$ cat config.mk
export PLATFORM = sky130hd
export DESIGN_NAME = tick_period_meter_flat
export DESIGN_NICKNAME = d
export VERILOG_FILES = /design/src/rtl/tick_period_meter_if.sv /design/src/rtl/tick_period_meter.sv /design/src/flat_wrapper.sv
export SDC_FILE = /design/constraint.sdc
export NUM_CORES = 1
export LEC_CHECK = 0
export ABC_AREA = 1
export CORE_AREA = 3 3 73 110
export DETAILED_ROUTE_END_ITERATION = 12
export DIE_AREA = 0 0 76 113
export DONT_BUFFER_PORTS = 1
export PLACE_DENSITY_LB_ADDON = 0.12
export SLEW_MARGIN = 25
export SYNTH_ARGS = -nofsm -noshare
export SYNTH_HDL_FRONTEND = slang
export SYNTH_SLANG_ARGS = --single-unit
$ cat constraint.sdc
create_clock -name clk -period 2.35 [get_ports clk]
set_input_delay 0.5875 -clock clk [delete_from_list [all_inputs] [get_ports clk]]
set_output_delay 0.5875 -clock clk [all_outputs]
set_load 0.02 [all_outputs]
$ cat src/rtl/tick_period_meter_if.sv
// Interface bundle for tick_period_meter: tick/clear request side and measurement results.
interface tick_period_meter_if #(
    parameter int unsigned COUNT_BITS = 16
);
    logic                  tick_in;
    logic                  clear;
    logic [COUNT_BITS-1:0] period;
    logic                  period_valid;
    logic [COUNT_BITS-1:0] period_min;
    logic [COUNT_BITS-1:0] period_max;
    logic                  timeout;
    logic                  locked;

    modport master (
        output tick_in,
        output clear,
        input  period,
        input  period_valid,
        input  period_min,
        input  period_max,
        input  timeout,
        input  locked
    );

    modport slave (
        input  tick_in,
        input  clear,
        output period,
        output period_valid,
        output period_min,
        output period_max,
        output timeout,
        output locked
    );
endinterface

$ cat src/rtl/tick_period_meter.sv
// Measures clk-cycle spacing between rising edges of tick_in, tracks min/max
// and flags a stalled tick source.
module tick_period_meter #(
    parameter int unsigned COUNT_BITS     = 16,
    parameter int unsigned TIMEOUT_CYCLES = 65535
) (
    input  logic               clk,
    input  logic               rst_n,
    tick_period_meter_if.slave bus
);

    localparam logic [COUNT_BITS-1:0] TIMEOUT_CNT = COUNT_BITS'(TIMEOUT_CYCLES);
    localparam logic [COUNT_BITS-1:0] CNT_ONE     = COUNT_BITS'(1);
    localparam logic [COUNT_BITS-1:0] CNT_ZERO    = '0;
    localparam logic [COUNT_BITS-1:0] CNT_ONES    = '1;

    typedef enum logic [1:0] {
        ST_IDLE    = 2'd0,
        ST_ARMED   = 2'd1,
        ST_MEASURE = 2'd2
    } state_e;

    state_e                state_q,   state_d;
    logic                  tick_prev_q, tick_prev_d;
    logic [COUNT_BITS-1:0] count_q,   count_d;
    logic [COUNT_BITS-1:0] period_q,  period_d;
    logic                  valid_q,   valid_d;
    logic [COUNT_BITS-1:0] min_q,     min_d;
    logic [COUNT_BITS-1:0] max_q,     max_d;
    logic                  timeout_q, timeout_d;
    logic                  locked_q,  locked_d;
    logic                  edge_c;

    assign edge_c = bus.tick_in & ~tick_prev_q;

    // State and datapath registers
    always_ff @(posedge clk or negedge rst_n) begin
        if (!rst_n) begin
            state_q     <= ST_IDLE;
            tick_prev_q <= 1'b0;
            count_q     <= CNT_ZERO;
            period_q    <= CNT_ZERO;
            valid_q     <= 1'b0;
            min_q       <= CNT_ONES;
            max_q       <= CNT_ZERO;
            timeout_q   <= 1'b0;
            locked_q    <= 1'b0;
        end else begin
            state_q     <= state_d;
            tick_prev_q <= tick_prev_d;
            count_q     <= count_d;
            period_q    <= period_d;
            valid_q     <= valid_d;
            min_q       <= min_d;
            max_q       <= max_d;
            timeout_q   <= timeout_d;
            locked_q    <= locked_d;
        end
    end

    // Next-state: clear dominates; an edge at count==TIMEOUT still counts as a measurement
    always_comb begin
        state_d     = state_q;
        tick_prev_d = bus.tick_in;
        count_d     = count_q;
        period_d    = period_q;
        valid_d     = 1'b0;
        min_d       = min_q;
        max_d       = max_q;
        timeout_d   = timeout_q;
        locked_d    = locked_q;

        if (bus.clear) begin
            state_d   = ST_IDLE;
            count_d   = CNT_ZERO;
            min_d     = CNT_ONES;
            max_d     = CNT_ZERO;
            timeout_d = 1'b0;
            locked_d  = 1'b0;
        end else begin
            unique case (state_q)
                ST_IDLE: begin
                    count_d = CNT_ZERO;
                    if (edge_c) begin
                        state_d = ST_ARMED;
                        count_d = CNT_ONE;
                    end
                end
                ST_ARMED, ST_MEASURE: begin
                    if (edge_c) begin
                        state_d  = ST_MEASURE;
                        period_d = count_q;
                        valid_d  = 1'b1;
                        min_d    = (count_q < min_q) ? count_q : min_q;
                        max_d    = (count_q > max_q) ? count_q : max_q;
                        count_d  = CNT_ONE;
                        locked_d = 1'b1;
                    end else if (count_q == TIMEOUT_CNT) begin
                        state_d   = ST_IDLE;
                        count_d   = CNT_ZERO;
                        timeout_d = 1'b1;
                        locked_d  = 1'b0;
                    end else begin
                        count_d = count_q + CNT_ONE;
                    end
                end
                default: begin
                    state_d = ST_IDLE;
                    count_d = CNT_ZERO;
                end
            endcase
        end
    end

    assign bus.period       = period_q;
    assign bus.period_valid = valid_q;
    assign bus.period_min   = min_q;
    assign bus.period_max   = max_q;
    assign bus.timeout      = timeout_q;
    assign bus.locked       = locked_q;

endmodule

$ cat src/flat_wrapper.sv
// flat-port wrapper written by rule: the top's interface ports become plain ports
module tick_period_meter_flat 
#(
    parameter int unsigned COUNT_BITS     = 16,
    parameter int unsigned TIMEOUT_CYCLES = 65535
)
  (clk, rst_n, bus_tick_in, bus_clear, bus_period, bus_period_valid, bus_period_min, bus_period_max, bus_timeout, bus_locked);
  tick_period_meter_if #(.COUNT_BITS(COUNT_BITS)) bus_i ();
  input  logic clk;
  input  logic rst_n;
  input wire logic [$bits(bus_i.tick_in)-1:0] bus_tick_in;
  input wire logic [$bits(bus_i.clear)-1:0] bus_clear;
  output wire logic [$bits(bus_i.period)-1:0] bus_period;
  output wire logic [$bits(bus_i.period_valid)-1:0] bus_period_valid;
  output wire logic [$bits(bus_i.period_min)-1:0] bus_period_min;
  output wire logic [$bits(bus_i.period_max)-1:0] bus_period_max;
  output wire logic [$bits(bus_i.timeout)-1:0] bus_timeout;
  output wire logic [$bits(bus_i.locked)-1:0] bus_locked;
  assign bus_i.tick_in = bus_tick_in;
  assign bus_i.clear = bus_clear;
  assign bus_period = bus_i.period;
  assign bus_period_valid = bus_i.period_valid;
  assign bus_period_min = bus_i.period_min;
  assign bus_period_max = bus_i.period_max;
  assign bus_timeout = bus_i.timeout;
  assign bus_locked = bus_i.locked;
  tick_period_meter #(.COUNT_BITS(COUNT_BITS), .TIMEOUT_CYCLES(TIMEOUT_CYCLES)) u_core (.clk(clk), .rst_n(rst_n), .bus(bus_i));
endmodule
==> impl_results.md <==
- Critical R2R Launch: u_core.bus.period_min[5]
- Final setup violation count: 0
- Sequential area share after synthesis: 43.72%
- CP Class: register to register
- Most common cell after layout, fill and taps aside: nand2_1
- Tot Pwr: 0.003650 W
- Largest net degree at the start of global routing: 55
- CTS Buffer Depth: 2
- CTS root buf: clkbuf_8
- Synth Area in Simple Gates: 29.55%
- Compound-Gate Fraction of Synth Area: 5.897%
- FF+latch count, synth: 70
- Detailed Place HPWL: 7326 um
- Post-DRT Antenna Nets: 0
- Share of layout cells above drive strength 1: 17.13%
- Routed via count: 3315
- Die width: 76 um
- Placeable core area: 7179 um^2
- Crit path DAT: 2.49 ns
- Worst-path maximum fanout: 11
- Antenna cells: 0
- Initial antenna violation count: 0
- GRT Total Usage: 24.45%
- Post-Synth XOR/XNOR Area: 1.945%
- Vias in the first global route: 3338
- Drt total wl: 10120 um
- Critical Path Start Type: register
- Die height: 113 um
- YS warnings: 0
- Global route overflow: 0
- Fmax: 458.8 MHz
- Power share of the clock group: 27.4%
- WP data required: 2.66 ns
- Initial Util: 56.45%
- Pwr/cell area: 813.0 nW/um^2
- DRC viols: 0
- Flop pwr share: 50.5%
- Max_slew headroom: 53.54%
- Fin. Hold Viols: 0
- Synth-to-Final Area Change: 10.78%
- Syn Inst Count: 479
- Global-route wire length before repair: 16550 um
- Mux cell area share after synthesis: 0%
- Synth Cell Area: 4053 um^2
- Worst slew pin tran: 0.6953 ns
- Clock transition at path regs: 0.07 ns
- Fin nets: 536
- Num Clock Sinks: 70
- Syn Area/Cell: 8.461 um^2
- Netlist cell types: 33
- Final-report max-slew violation count: 0
- Lkg Pwr: 2.232 nW
- Register Area: 1772 um^2
- Worst R2R Setup Slack: 0.17 ns
- Drt pass-1 iters: 4
- CTS H-Tree Depth: 3
- Largest family of logic cells by synthesized area: simple AND/OR/NAND/NOR gates
- Iter 0 DRT Violations: 271
- Die Footprint: 8588 um^2
- Fin crit period: 2.180 ns
- Avg WL per Cell: 16.82 um
- Multi-input gate area: 1971 um^2
- Crit path capture type: register
- Synth Area in Adders: 10.81%
- HP Class: input pin to asynchronous set/reset pin
- Setup TNS Final: 0 ns
- Post-Syn Nets: 518
- RSZ-0062 raised after global routing: no
- TritonCTS clock tree: built
- Clk Latency, worst-skew pair: 0.36 ns
- Switching part of the total power: 37.35%
- Int Power: 0.002287 W
- IO Count: 55
- Status: finished, final reports clean
- Max VDD drop: 512.8 uV
- Tcrit/Tclk final: 92.76%
- Commonest non-fill, non-tap cells in the layout: nand2_1 (124), inv_1 (57), dfrtp_1 (54)
- R2R depth: 12
- Net switching power: 0.001363 W
- Rows: 38
- Worst-case clock skew: 0.008377 ns
- Fillcell total: 638
- Drt via density: 5.507
- Routability cong.: 0.8735
- I/O Buffers: 0
- Gate power share: 22.2%
- Number of max-cap violations: 0
- Total CTS buffers: 9
- RR Endpoint: u_core.bus.period_min[9]
-- worst max-delay path, stage by stage, from the launching register on --
cell     delay (ns)
dfstp_2        0.62
inv_1          0.06
ha_1           0.31
a21oi_1        0.17
nor2_1         0.06
nor3_1         0.14
nand2_1        0.08
nand2_1        0.05
nand2_1        0.08
nand2_4        0.18
buf_4          0.15
nand4_1        0.10
nand2_1        0.12
-- layout make-up --
class	count	share of cell area (%)
Multi-Input combinational cell	331	43.90
Clock buffer	12	3.456
Clock inverter	4	1.003
Timing Repair Buffer	22	4.125
Inverter	63	5.268
Tap cell	100	2.787
Sequential cell	70	39.46
-- worst max-delay path by stage --
stage                                    startpoint                         to  slack, ns  cells past startpoint
after floorplan            u_core.bus.period_min[5]  u_core.bus.period_min[10]       0.43                     13
after global placement     u_core.bus.period_min[5]   u_core.bus.period_min[9]       0.25                     12
after detailed placement   u_core.bus.period_min[5]  u_core.bus.period_min[15]       0.16                     12
after CTS                  u_core.bus.period_min[5]   u_core.bus.period_min[3]       0.11                     12
after global routing      u_core.bus.period_min[15]   u_core.bus.period_min[3]      0.008                     10
final                      u_core.bus.period_min[5]   u_core.bus.period_min[9]       0.17                     12
-- timing repair --
item | CTS | global route
resized for setup | 0 | 1
endpoints found under the setup margin | 0 | 16
setup buffers | 0 | 4
hold buffers | 1 | 0
endpoints found under the hold margin | 54 | 0
-- state kept, by name, indices dropped and copies added, names as in the netlist, 2 cells and up --
| register | count |
|---|---|
| u_core.bus.period | 16 |
| u_core.bus.period_max | 16 |
| u_core.bus.period_min | 16 |
| u_core.count_q | 16 |
| u_core.state_q | 2 |
-- cell families after synthesis --
kind of cell	Yosys count
AOI/OAI and AO/OA	43
xor gates and xnor gates	9
adders and majority gates	35
buffers and inverters	79
DFF	70
and+or+nand+nor	243
-- per-layer routing --
metal	up-vias	track usage [%]	routed length (um)
li1	1617	-	-
met1	1614	27.06	3898
met2	73	45.32	5669
met3	11	4.697	409
met4	0	10.76	147
met5	-	0	0
-- cell usage after synthesis (all sizes together) --
cell      n  area, um^2
inv      63       236.5
nor3     10       65.06
buf       8       61.30
ha       35       437.9
o21ai    24       123.9
clkbuf    8       30.03
dfrtp    54        1351
a21oi    16       80.08
dfstp    16       420.4
nor4      3       40.04
nand4    38       237.7
nor3b     1       7.510
a31oi     2       27.53
nand3    24       150.1
nand2   131       519.3
xor2      9       78.83
nor2     36       177.7
o21a      1       7.510
-- power by group through the flow --
stage / clock [W] / combinational [W] / sequential (W)
6_report: 0.000999 / 0.000809 / 0.00184
5_1_grt: 0.00107 / 0.000939 / 0.00187
4_1_cts: 0.00101 / 0.000798 / 0.00185
3_5_place_dp: 0 / 0.000770 / 0.00187
2_1_floorplan: 0 / 0.000577 / 0.00182
3_3_place_gp: 0 / 0.000737 / 0.00186
-- through the flow --
stage | util [%] | instance area (um^2) | hold WS (ns) | worst slack, ns | instances
finish | 62.53 | 4489 | 0.06616 | 0.1702 | 602
global route | 62.53 | 4489 | 0.05217 | 0.008123 | 602
CTS | 61.87 | 4442 | 0.06112 | 0.1132 | 597
detailed placement | 58.70 | 4214 | 0.2937 | 0.1555 | 580
global placement | 58.70 | 4214 | 0.2937 | 0.2476 | 580
floorplan | - | 4053 | 0.2919 | 0.4338 | 479
No activity file was read; power rests on OpenSTA's default activity.
